File: config.mk
export PLATFORM = sky130hd
export DESIGN_NAME = prio_arbiter_flat
export DESIGN_NICKNAME = d
export VERILOG_FILES = /design/src/rtl/arb_pkg.sv /design/src/rtl/prio_arbiter_if.sv /design/src/rtl/prio_enc4.sv /design/src/rtl/prio_arbiter.sv /design/src/flat_wrapper.sv
export SDC_FILE = /design/constraint.sdc
export NUM_CORES = 1
export LEC_CHECK = 0
export CAP_MARGIN = 5
export CORE_ASPECT_RATIO = 1.1
export CORE_MARGIN = 4
export CORE_UTILIZATION = 32
export DETAILED_ROUTE_END_ITERATION = 16
export HOLD_SLACK_MARGIN = 0.05
export RECOVER_POWER = 100
export SKIP_CTS_REPAIR_TIMING = 1
export SLEW_MARGIN = 5
export SYNTH_ARGS = -nofsm -noshare
export SYNTH_HDL_FRONTEND = slang
export SYNTH_SLANG_ARGS = --single-unit
File: constraint.sdc
create_clock -name clk -period 1.6 [get_ports clk]
set_input_delay 0.16 -clock clk [delete_from_list [all_inputs] [get_ports clk]]
set_output_delay 0.16 -clock clk [all_outputs]
set_load 0.05 [all_outputs]
File: src/rtl/arb_pkg.sv
`default_nettype none
// +-----------------------------------------------------------------------+
// | arb_pkg : shared types, sizes and helpers for the prio_arbiter block  |
// | Rev 1.0 : initial release                                              |
// +-----------------------------------------------------------------------+
package arb_pkg;

   localparam int unsigned NREQ = 4;
   localparam int unsigned ID_W = 2;

   typedef enum logic [0:0] {
      ARB_IDLE  = 1'b0,
      ARB_GRANT = 1'b1
   } arb_state_t;

   function automatic logic [NREQ-1:0] onehot(input logic [ID_W-1:0] id);
      logic [NREQ-1:0] v;
      v     = '0;
      v[id] = 1'b1;
      return v;
   endfunction

endpackage : arb_pkg
`default_nettype wire

File: src/rtl/prio_arbiter_if.sv
`default_nettype none
// +-----------------------------------------------------------------------+
// | prio_arbiter_if : request/grant bundle between requesters and arbiter |
// | Rev 1.0 : initial release                                              |
// +-----------------------------------------------------------------------+
interface prio_arbiter_if;
   import arb_pkg::*;

   logic [NREQ-1:0] req;
   logic [NREQ-1:0] gnt;
   logic [ID_W-1:0] gnt_id;
   logic            gnt_valid;
   logic            hold_exp;

   // master = requester side, slave = arbiter side
   modport master (
      output req,
      input  gnt,
      input  gnt_id,
      input  gnt_valid,
      input  hold_exp
   );

   modport slave (
      input  req,
      output gnt,
      output gnt_id,
      output gnt_valid,
      output hold_exp
   );

endinterface : prio_arbiter_if
`default_nettype wire

File: src/rtl/prio_enc4.sv
`default_nettype none
// +-----------------------------------------------------------------------+
// | prio_enc4 : combinational 4-to-2 priority encoder, bit 3 highest       |
// | Rev 1.0 : initial release                                              |
// +-----------------------------------------------------------------------+
module prio_enc4
   import arb_pkg::*;
(
   input  wire logic [NREQ-1:0] req,
   output logic      [ID_W-1:0] id,
   output logic                 valid
);

   always_comb begin
      id    = '0;
      valid = |req;
      if (req[3])      id = 2'd3;
      else if (req[2]) id = 2'd2;
      else if (req[1]) id = 2'd1;
      else             id = 2'd0;
   end

endmodule : prio_enc4
`default_nettype wire

File: src/rtl/prio_arbiter.sv
`default_nettype none
// +-----------------------------------------------------------------------+
// | prio_arbiter : 4-requester arbiter with registered one-hot grant and  |
// |                per-owner hold limit. Optional macro ARB_ROUND_ROBIN_EN |
// |                selects rotating priority instead of fixed 3>2>1>0.     |
// | Rev 1.0 : initial release                                              |
// +-----------------------------------------------------------------------+
module prio_arbiter
   import arb_pkg::*;
#(
   parameter int unsigned HOLD_MAX = 8
) (
   input  wire logic     clk,
   input  wire logic     rst,
   prio_arbiter_if.slave bus
);

   localparam int unsigned      CNT_W    = (HOLD_MAX == 0) ? 1 : $clog2(HOLD_MAX + 1);
   localparam logic [CNT_W-1:0] CNT_LAST = CNT_W'((HOLD_MAX == 0) ? 0 : HOLD_MAX - 1);
   localparam logic [CNT_W-1:0] CNT_SAT  = {CNT_W{1'b1}};
   localparam logic             HOLD_EN  = (HOLD_MAX != 0);

   arb_state_t      state;
   arb_state_t      next_state;
   logic [ID_W-1:0] owner_id;
   logic [ID_W-1:0] next_id;
   logic [CNT_W-1:0] hold_cnt;
   logic [CNT_W-1:0] next_cnt;
   logic            hold_pulse;
   logic            next_pulse;
   logic            new_grant;

   logic            owner_req;
   logic            expire;
   logic [NREQ-1:0] cand;
   logic [NREQ-1:0] enc_in;
   logic [ID_W-1:0] enc_id;
   logic            win_valid;
   logic [ID_W-1:0] win_id;

   // On expiry the owner is masked so any other requester gets a turn
   always_comb begin
      owner_req = bus.req[owner_id];
      expire    = HOLD_EN && (state == ARB_GRANT) && owner_req && (hold_cnt == CNT_LAST);
      cand      = expire ? (bus.req & ~onehot(owner_id)) : bus.req;
   end

`ifdef ARB_ROUND_ROBIN_EN
   logic [ID_W-1:0] last_id;
   logic [ID_W-1:0] src;

   // Rotate so the requester just below last_id lands on bit 3
   always_comb begin
      enc_in = '0;
      src    = '0;
      for (int j = 0; j < NREQ; j++) begin
         src       = ID_W'(j) + last_id;
         enc_in[j] = cand[src];
      end
   end

   assign win_id = enc_id + last_id;

   always_ff @(posedge clk or posedge rst) begin
      if (rst)            last_id <= ID_W'(NREQ - 1);
      else if (new_grant) last_id <= next_id;
   end
`else
   assign enc_in = cand;
   assign win_id = enc_id;
`endif

   prio_enc4 u_enc (
      .req   (enc_in),
      .id    (enc_id),
      .valid (win_valid)
   );

   always_ff @(posedge clk or posedge rst) begin
      if (rst) begin
         state      <= ARB_IDLE;
         owner_id   <= '0;
         hold_cnt   <= '0;
         hold_pulse <= 1'b0;
      end else begin
         state      <= next_state;
         owner_id   <= next_id;
         hold_cnt   <= next_cnt;
         hold_pulse <= next_pulse;
      end
   end

   always_comb begin
      next_state = state;
      next_id    = owner_id;
      next_cnt   = hold_cnt;
      next_pulse = 1'b0;
      new_grant  = 1'b0;
      case (state)
         ARB_IDLE: begin
            if (win_valid) begin
               next_state = ARB_GRANT;
               next_id    = win_id;
               next_cnt   = '0;
               new_grant  = 1'b1;
            end
         end
         ARB_GRANT: begin
            if (!owner_req) begin
               next_cnt = '0;
               if (win_valid) begin
                  next_id   = win_id;
                  new_grant = 1'b1;
               end else begin
                  next_state = ARB_IDLE;
               end
            end else if (expire) begin
               // Uncontended expiry keeps the owner and silently restarts the count
               next_cnt = '0;
               if (win_valid) begin
                  next_id    = win_id;
                  next_pulse = 1'b1;
                  new_grant  = 1'b1;
               end
            end else if (hold_cnt != CNT_SAT) begin
               next_cnt = hold_cnt + CNT_W'(1);
            end
         end
         default: next_state = ARB_IDLE;
      endcase
   end

   logic grant_on;

   always_comb begin
      grant_on      = (state == ARB_GRANT);
      bus.gnt_valid = grant_on;
      bus.gnt_id    = owner_id;
      bus.gnt       = grant_on ? onehot(owner_id) : '0;
      bus.hold_exp  = hold_pulse;
   end

endmodule : prio_arbiter
`default_nettype wire

File: src/flat_wrapper.sv
// flat-port wrapper written by rule: the top's interface ports become plain ports
module prio_arbiter_flat import arb_pkg::*;
#(
   parameter int unsigned HOLD_MAX = 8
)
  (clk, rst, bus_req, bus_gnt, bus_gnt_id, bus_gnt_valid, bus_hold_exp);
  prio_arbiter_if bus_i ();
  input  wire logic clk;
  input  wire logic rst;
  input wire logic [$bits(bus_i.req)-1:0] bus_req;
  output wire logic [$bits(bus_i.gnt)-1:0] bus_gnt;
  output wire logic [$bits(bus_i.gnt_id)-1:0] bus_gnt_id;
  output wire logic [$bits(bus_i.gnt_valid)-1:0] bus_gnt_valid;
  output wire logic [$bits(bus_i.hold_exp)-1:0] bus_hold_exp;
  assign bus_i.req = bus_req;
  assign bus_gnt = bus_i.gnt;
  assign bus_gnt_id = bus_i.gnt_id;
  assign bus_gnt_valid = bus_i.gnt_valid;
  assign bus_hold_exp = bus_i.hold_exp;
  prio_arbiter #(.HOLD_MAX(HOLD_MAX)) u_core (.clk(clk), .rst(rst), .bus(bus_i));
endmodule
==> results.json, run 1 <==
{
  "nNetsFinal": 90,
  "max-slew-margin-rel": 0.6081,
  "dieArea_mm2": 0.002458,
  "worstMarginPinSlew_ns": 0.5903,
  "wl_per_cell_um": 14.22,
  "detail-route-antenna-nets": 0,
  "startpoint_type": "flip-flop",
  "min-delay-path-class": "in -> async",
  "gp_congestion": 0.7272,
  "clk_latency_ns": 0.25,
  "cts_tree": "yes",
  "path_class": "reg -> reg",
  "multi_input_area_um2": 341.6,
  "regArea_um2": 201.4,
  "numCtsBuffers": 3,
  "crit_path_max_fanout": 4,
  "fin_area_um2": 815.8,
  "crit_required_ns": 1.78,
  "fin_skew_ns": 0.01187,
  "synth_cells": 55,
  "antenna_found_initial": 0,
  "dr.pass1.iters": 4,
  "syn_nets": 62,
  "rows": 15,
  "setup_tns_ns": 0,
  "r2r-start": "u_core.bus.gnt_id[0]$_DFFE_PP0P_",
  "dp.cells": 95,
  "vdd_ir_drop_max_v": 0.0008997,
  "total_power_w": 0.001387,
  "synth_area_leader_cell": "dfrtp_1",
  "placed_cell_area_um2": 819.5,
  "cellLeakagePower_nw": 0.3696,
  "grt_pass1_wl_um": 2477,
  "final-setup-viol-count": 0,
  "ys_ff_latch": 8,
  "area_growth_pct": 47.51,
  "fmax_ghz": 0.6433,
  "vias": 533,
  "drc": 0,
  "cap_violations": 0,
  "path_clk_slew_ns": 0.06,
  "ioPinCount": 14,
  "final_cell_count_no_fill": 99,
  "seq_area_frac_synth": 0.3620,
  "drive_gt1_frac": 0.3780,
  "fillers": 154,
  "final_hold_viol_count": 0,
  "yosysWarnings": 0,
  "h-tree-depth": 1,
  "power.density_mw_per_mm2": 1700,
  "cts_max_path_buffers": 2,
  "diodes": 0,
  "die_x_um": 47.64,
  "synth.top_cell.area_share": 0.3620,
  "grt_max_degree": 9,
  "synth_area_um2": 553.0,
  "yosys-top-cells-area": "dfrtp_1 36%, mux4_2 4.1%, mux2i_1 3.6%",
  "drt_iter0_drc": 6,
  "synth-main-ff-cell": "dfrtp_1",
  "r2r_cells": 4,
  "cts_sinks": 8,
  "grt_overflow": 0,
  "cp-end-kind": "flip-flop",
  "root_buffer": "clkbuf_4",
  "fin_crit_ns": 1.554,
  "async_reset_ff_frac": 1.000,
  "fp.dieH_um": 51.60,
  "fin_crit_sh": 0.9715,
  "grt_pass1_vias": 558,
  "portBuffers": 13,
  "syn_avg_cell_area_um2": 10.06,
  "synth_cell_types": 36,
  "status": "finished clean",
  "wl_um": 1408,
  "grtUsageTotal": 0.1431,
  "crit_arrival_ns": 1.73,
  "start_util": 0.3467,
  "hpwlAfterDp_um": 1193,
  "viasPerCell": 5.384,
  "slew_viol_final": 0,
  "rsz0062_at_grt": "yes",
  "crit_path_start": "u_core.bus.gnt_id[0]$_DFFE_PP0P_",
  "synth_edf_count": 0,
  "core_area_mm2": 0.001595
}
where the power goes:
| part | internal [W] | switching (W) | total [W] |
|---|---|---|---|
| Clock | 0.0000955 | 0.0000708 | 0.000166 |
| Combinational | 0.000382 | 0.000508 | 0.000890 |
| Sequential | 0.000255 | 0.0000748 | 0.000330 |
Yosys cell counts, drive strengths merged (2+ instances only):
cell type	instances
nand2	2
nor2	4
a21oi	3
a22o	2
nor2b	2
dfrtp	8
mux2i	2
o21ai	5
nand3	2
and2	4
inv	2
routing by layer:
layer | global-route usage | wire length (um) | vias up
met5 | 0 | 0 | -
met4 | 0.06726 | 0 | 0
met3 | 0.03460 | 68 | 0
met2 | 0.2254 | 737 | 13
met1 | 0.1781 | 602 | 255
li1 | - | - | 265
critical path, stage by stage (launching register included):
cell     delay [ns]
dfrtp_2        0.45
mux2_4         0.30
o32a_1         0.40
o21ai_2        0.14
mux2i_1        0.19
path summary, 6_finish.rpt:
path | end | slack [ns]
worst max-delay path | u_core.bus.gnt_id[0]$_DFFE_PP0P_ | 0.05
worst min-delay path | u_core.bus.gnt_valid$_DFF_PP0_ | 0.28
worst max register to register | u_core.bus.gnt_id[0]$_DFFE_PP0P_ | 0.05
worst min register to register | u_core.hold_cnt[1]$_DFFE_PP0P_ | 0.53
max in group asynchronous | u_core.bus.gnt_id[0]$_DFFE_PP0P_ | 1.07
min in group clk | u_core.hold_cnt[1]$_DFFE_PP0P_ | 0.53
kinds of logic after synthesis:
kind of cell               share of synthesized area
AOI/OAI and AO/OA                             0.2172
adders and majority gates                    0.02262
buffers and inverters                        0.03394
DFF                                           0.3620
muxes                                         0.1041
and+or+nand+nor                               0.2602
layout by cell type, fill, tap and decap left out, types with 2 or more instances in the layout:
cell type	Yosys	routed
buf_12	0	3
dfrtp_1	8	7
nor2_1	4	4
clkbuf_1	0	3
inv_1	2	2
nor2b_1	2	2
clkdlybuf4s50_1	0	4
a22o_1	2	2
mux2i_1	2	2
a21oi_1	3	3
and2_1	2	2
o21ai_1	1	2
buf_4	0	12
clkbuf_2	0	2
clkbuf_4	0	3
o21ai_2	1	2
layout make-up:
| class | count | share of cell area |
|---|---|---|
| timing repair buffer | 24 | 0.2669 |
| tap | 17 | 0.02607 |
| inverter | 2 | 0.009202 |
| clock buffer | 4 | 0.03221 |
| sequential | 8 | 0.2469 |
| multi-input combinational | 44 | 0.4187 |
registers in the layout (all words and copies together), names as in the netlist:
signal / flops
u_core.bus.gnt_valid: 1
u_core.bus.hold_exp: 1
u_core.hold_cnt: 4
u_core.bus.gnt_id: 2
through the flow:
step / util / setup slack [ns] / hold slack [ns]
2_1_floorplan: - / -0.1169 / -0.02441
3_3_place_gp: 0.5137 / -0.1184 / 0.4363
3_5_place_dp: 0.5137 / -0.1213 / 0.4319
4_1_cts: 0.5302 / 0.07094 / 0.1595
5_1_grt: 0.5114 / -0.004530 / 0.3179
6_report: 0.5114 / 0.04556 / 0.2815
Power figures use the tool's default switching activity.
==> inputs of run 2 (changes only) <==
--- a/config.mk
+++ b/config.mk
@@ -5,6 +5,7 @@
 export SDC_FILE = /design/constraint.sdc
 export NUM_CORES = 1
 export LEC_CHECK = 0
+export ABC_AREA = 1
 export CAP_MARGIN = 5
 export CORE_ASPECT_RATIO = 1.1
 export CORE_MARGIN = 4
==> run 2 against run 1 <==
  * The flow now finishes with violations (negative setup slack)
  * Hold slack lost 0.0075 ns
  * Critical path type unchanged
  * Flip-flop and latch count did not move
  * Register-to-register slack worse by 0.09 ns
  * Highest routed layer is now met4
  * Sequential power grew 4%
  * Final area increased by 11%
  * Largest cell class unchanged
  * Clock-buffer cell count stayed put
  * Cell count increased by 31%
  * Largest power group unchanged
==> results.json, run 2 <==
{
  "hpwlAfterDp_um": 1055,
  "path_clk_slew_ns": 0.06,
  "clk_latency_ns": 0.26,
  "regToRegEndpoint": "u_core.bus.gnt_valid$_DFF_PP0_",
  "syn_nets": 89,
  "gp_congestion": 0.8265,
  "status": "finished, violations left",
  "cp_slowest_stage_delay_ns": 0.47,
  "antenna_found_initial": 0,
  "crit_path_max_fanout": 7,
  "wl_um": 1332,
  "max-slew-margin-rel": 0.6057,
  "syn_avg_cell_area_um2": 6.683,
  "core_area_mm2": 0.001595,
  "min-delay-path-class": "in -> async",
  "ys_ff_latch": 8,
  "fin_area_um2": 907.1,
  "rows": 15,
  "cap_violations": 0,
  "startpoint_type": "flip-flop",
  "fp.dieH_um": 51.41,
  "final_cell_mix": "25 x nand2_1, 18 x buf_4, 9 x nor2_1",
  "synth_area_leader_cell": "dfrtp_1",
  "crit_arrival_ns": 1.79,
  "synthTopCellsByCount": "30 x nand2_1, 10 x nor2_1, 8 x dfrtp_1, 8 x inv_1, 6 x nand3_1",
  "drc": 0,
  "top_register": "u_core.hold_cnt",
  "synth-main-ff-cell": "dfrtp_1",
  "start_util": 0.3435,
  "crit_family": "simple AND/OR/NAND/NOR gates",
  "synth_area_um2": 548.0,
  "largest_reg_flops": 4,
  "fin_crit_ns": 1.641,
  "grtUsageTotal": 0.1310,
  "synth_edf_count": 0,
  "yosys-top-cells-area": "dfrtp_1 37%, nand2_1 21%, nor2_1 6.8%",
  "synth_cells": 82,
  "path_class": "reg -> reg",
  "viasPerCell": 4.615,
  "fin_skew_ns": 0.01157,
  "cp_slowest_cell": "dfrtp_2",
  "detail-route-antenna-nets": 0,
  "cp_num_buf_inv": 3,
  "root_buffer": "clkbuf_4",
  "reg2reg_slack_ns": -0.04,
  "nNetsFinal": 121,
  "drt_iter0_drc": 3,
  "fillers": 149,
  "placed_cell_area_um2": 844.6,
  "grt_overflow": 0,
  "r2r_cells": 12,
  "violations": "negative setup slack",
  "dieArea_mm2": 0.002439,
  "diodes": 0,
  "drive_gt1_frac": 0.3982,
  "utilization": 0.5686,
  "ioPinCount": 14,
  "crit_required_ns": 1.75,
  "dr.pass1.iters": 3,
  "layout_commonest_cell": "nand2_1",
  "cts_max_path_buffers": 2,
  "h-tree-depth": 1,
  "final-setup-viol-count": 6,
  "fin_crit_sh": 1.026,
  "power.density_mw_per_mm2": 1792,
  "vias": 600,
  "final_hold_viol_count": 0,
  "cts_sinks": 8,
  "wl_per_cell_um": 10.25,
  "seq_area_frac_synth": 0.3653,
  "hold_ws_ns": 0.2740,
  "crit_path_frequent_cell": "nand2_1",
  "path_cells": "inv_4 > nand2_2 > nand2_1 > nand2_1 > nand2_2 > nand4_1 > nand2_1 > nand2_2 > nor2_4 > buf_4 > buf_4 > nand2_1",
  "area_growth_pct": 65.52,
  "cellLeakagePower_nw": 0.4938,
  "cp-end-kind": "flip-flop",
  "layout_setup_ws_ns": -0.04083,
  "synth.top_cell.area_share": 0.3653,
  "yosysMostFrequentCell": "nand2_1",
  "cts_tree": "yes",
  "fmax_ghz": 0.6094,
  "die_x_um": 47.46,
  "synth_cell_types": 17,
  "grt_pass1_wl_um": 2290,
  "yosysWarnings": 0,
  "async_reset_ff_frac": 1.000,
  "worstMarginPinSlew_ns": 0.5941,
  "vdd_ir_drop_max_v": 0.0006915,
  "grt_pass1_vias": 563,
  "numCtsBuffers": 3,
  "slew_viol_final": 0,
  "rsz0062_at_grt": "yes",
  "r2r-start": "u_core.bus.gnt_id[0]$_DFFE_PP0P_",
  "grt_max_degree": 10,
  "portBuffers": 13
}
run 2: cell types whose count changed after synthesis, sizes merged, moves of 4 or more:
cell / before / now
and2: 4 / 0
nor2: 4 / 12
nand3: 2 / 6
inv: 2 / 9
nand4: 0 / 5
nand2: 2 / 34
run 2: through the flow:
step,setup slack (ns),cells,total power (W),TNS (ns)
CTS,-0.05977,127,0.001579,-0.1561
global placement,-0.08998,123,0.001390,-0.4828
detailed placement,-0.09857,123,0.001397,-0.5328
global route,-0.1826,130,0.001739,-1.205
floorplan,-0.1975,82,0.0009478,-0.8502
finish,-0.04083,130,0.001625,-0.1314
run 2: final cells by class:
class,instances,area (um2),share of cell area
timing repair buffer,28,269.0,0.2966
sequential,8,202.7,0.2234
inverter,9,36.28,0.04000
clock buffer,4,26.28,0.02897
multi-input combinational,64,351.6,0.3876
tap,17,21.27,0.02345
run 2: logic make-up after synthesis:
group	Yosys count	share of synthesized area
DFF	8	0.3653
buffers and inverters	10	0.07534
adders and majority gates	1	0.02283
AOI/OAI and AO/OA	2	0.01827
and+or+nand+nor	60	0.5023
xor gates and xnor gates	1	0.01598
run 2: power breakdown:
group / total (W) / leakage (nW) / switching (W) / internal, W
Clock: 0.000173 / 0.0150 / 0.0000772 / 0.0000959
Combinational: 0.00111 / 0.381 / 0.000619 / 0.000490
Sequential: 0.000343 / 0.0980 / 0.0000857 / 0.000257
run 2: layer usage:
metal | vias up | part of all wire | global-route usage
met1 | 268 | 0.42 | 0.1545
met3 | 2 | 0.032 | 0.02113
li1 | 322 | - | -
met2 | 8 | 0.53 | 0.2165
met4 | 0 | 0.016 | 0.06912
met5 | - | 0 | 0
run 2: worst max path at each step:
stage	start	end	cells after the start
3_5_place_dp	bus_req[1]	u_core.hold_cnt[2]$_DFFE_PP0P_	13
2_1_floorplan	u_core.bus.gnt_valid$_DFF_PP0_	bus_gnt[2]	2
6_report	u_core.bus.gnt_id[0]$_DFFE_PP0P_	u_core.bus.gnt_valid$_DFF_PP0_	12
3_3_place_gp	bus_req[3]	u_core.hold_cnt[3]$_DFFE_PP0P_	12
4_1_cts	u_core.hold_cnt[0]$_DFFE_PP0P_	u_core.hold_cnt[2]$_DFFE_PP0P_	11
5_1_grt	u_core.bus.gnt_id[0]$_DFFE_PP0P_	u_core.hold_cnt[2]$_DFFE_PP0P_	13
==> inputs of run 3 (changes only) <==
--- a/config.mk
+++ b/config.mk
@@ -13,6 +13,7 @@
 export DETAILED_ROUTE_END_ITERATION = 16
 export HOLD_SLACK_MARGIN = 0.05
 export RECOVER_POWER = 100
+export REMOVE_ABC_BUFFERS = 1
 export SKIP_CTS_REPAIR_TIMING = 1
 export SLEW_MARGIN = 5
 export SYNTH_ARGS = -nofsm -noshare
==> run 3 against run 2 <==
  * The flow now finishes without violations
  * Sequential share of layout area up 1.3 points
  * Maximum frequency up 4.1%
  * Combinational power down 9%
  * Power down 9.0%
  * Final area down 6.5%
  * Largest power group unchanged
==> results.json, run 3 (synthesis results as in run 2) <==
{
  "max-slew-margin-rel": 0.6085,
  "fin_crit_ns": 1.576,
  "vias": 597,
  "grt_pass1_wl_um": 2214,
  "path_class": "reg -> reg",
  "diodes": 0,
  "drive_gt1_frac": 0.3125,
  "power.density_mw_per_mm2": 1744,
  "root_buffer": "clkbuf_4",
  "nNetsFinal": 121,
  "ioPinCount": 14,
  "cellLeakagePower_nw": 0.4840,
  "antenna_found_initial": 0,
  "crit_arrival_ns": 1.71,
  "core_area_mm2": 0.001595,
  "clk_latency_ns": 0.25,
  "startpoint_type": "flip-flop",
  "dieArea_mm2": 0.002439,
  "viasPerCell": 4.628,
  "min-delay-path-class": "in -> async",
  "top_register": "u_core.hold_cnt",
  "grt_pass1_vias": 561,
  "dp.cells": 126,
  "cap_violations": 0,
  "crit_required_ns": 1.74,
  "gp_congestion": 0.7908,
  "fin_crit_sh": 0.9852,
  "setup_tns_ns": 0,
  "wl_um": 1298,
  "layout_commonest_cell": "nand2_1",
  "utilization": 0.5318,
  "start_util": 0.3435,
  "numCtsBuffers": 3,
  "final-setup-viol-count": 0,
  "cts_sinks": 8,
  "area_growth_pct": 54.79,
  "h-tree-depth": 1,
  "rows": 15,
  "worstMarginPinSlew_ns": 0.5897,
  "drc": 0,
  "final_cell_mix": "28 x nand2_1, 16 x buf_4, 10 x nor2_1",
  "drt_iter0_drc": 8,
  "dr.pass1.iters": 5,
  "final_cell_count_no_fill": 129,
  "crit_path_max_fanout": 5,
  "cp-end-kind": "flip-flop",
  "grt_overflow": 0,
  "hpwlAfterDp_um": 1094,
  "grt_max_degree": 10,
  "detail-route-antenna-nets": 0,
  "final_hold_viol_count": 0,
  "reg2reg_slack_ns": 0.02,
  "wl_per_cell_um": 10.06,
  "largest_reg_flops": 4,
  "fmax_ghz": 0.6344,
  "vdd_ir_drop_max_v": 0.0007133,
  "die_x_um": 47.46,
  "rsz0062_at_grt": "yes",
  "cts_tree": "yes",
  "portBuffers": 13,
  "fin_skew_ns": 0.006210,
  "cts_max_path_buffers": 2,
  "grtUsageTotal": 0.1263,
  "path_clk_slew_ns": 0.06,
  "slew_viol_final": 0,
  "status": "finished clean",
  "fp.dieH_um": 51.41
}
[run 3: cell type report]
cell class	count	area (um2)
tap	17	21.27
fill	158	747.0
inverter	9	33.78
multi-input combinational	64	321.6
clock buffer	3	22.52
timing repair buffer	28	249.0
sequential	8	200.2
[run 3: report_power, final]
part           total (W)  switching, W  internal (W)
Sequential      0.000314     0.0000622      0.000252
Clock           0.000154     0.0000677     0.0000858
Combinational    0.00101      0.000608      0.000405
Total            0.00148      0.000738      0.000742
[run 3: through the flow]
step                cell area, um2   power, W  hold WS (ns)  worst slack [ns]
detailed placement           847.1   0.001438        0.4545          -0.08399
CTS                          869.6   0.001596        0.1833          0.004236
global route                 848.3   0.001610        0.3272           -0.1000
finish                       848.3   0.001480        0.2950           0.02368
global placement             847.1   0.001435        0.4367          -0.08924
floorplan                    540.5  0.0008888      -0.02434           -0.5518
[run 3: final timing paths]
check,start,end,depth (start not counted)
worst min-delay path,rst,u_core.bus.gnt_valid$_DFF_PP0_,2
worst max-delay path,u_core.hold_cnt[0]$_DFFE_PP0P_,u_core.hold_cnt[0]$_DFFE_PP0P_,10
min in group clk,u_core.hold_cnt[2]$_DFFE_PP0P_,u_core.hold_cnt[2]$_DFFE_PP0P_,2
max in group asynchronous,rst,u_core.bus.gnt_id[0]$_DFFE_PP0P_,2
worst max register to register,u_core.hold_cnt[0]$_DFFE_PP0P_,u_core.hold_cnt[0]$_DFFE_PP0P_,10
worst min register to register,u_core.hold_cnt[2]$_DFFE_PP0P_,u_core.hold_cnt[2]$_DFFE_PP0P_,2
[run 3: critical path, stage by stage (launching register included)]
cell and delay, ns:
dfrtp_1 0.36, ha_1 0.17, nand2_1 0.11, nor2_4 0.14, nand4_1 0.14, nand2_1 0.11
nand2_2 0.07, nor2_4 0.14, nand2_4 0.08, nand3_1 0.08, nand2_1 0.07
[run 3: layer usage]
| metal | global-route usage | part of all wire | up-vias |
|---|---|---|---|
| met4 | 0.04147 | 0.0077 | 0 |
| li1 | - | - | 323 |
| met2 | 0.2121 | 0.48 | 17 |
| met5 | 0 | 0 | - |
| met1 | 0.1505 | 0.45 | 255 |
| met3 | 0.03169 | 0.068 | 2 |
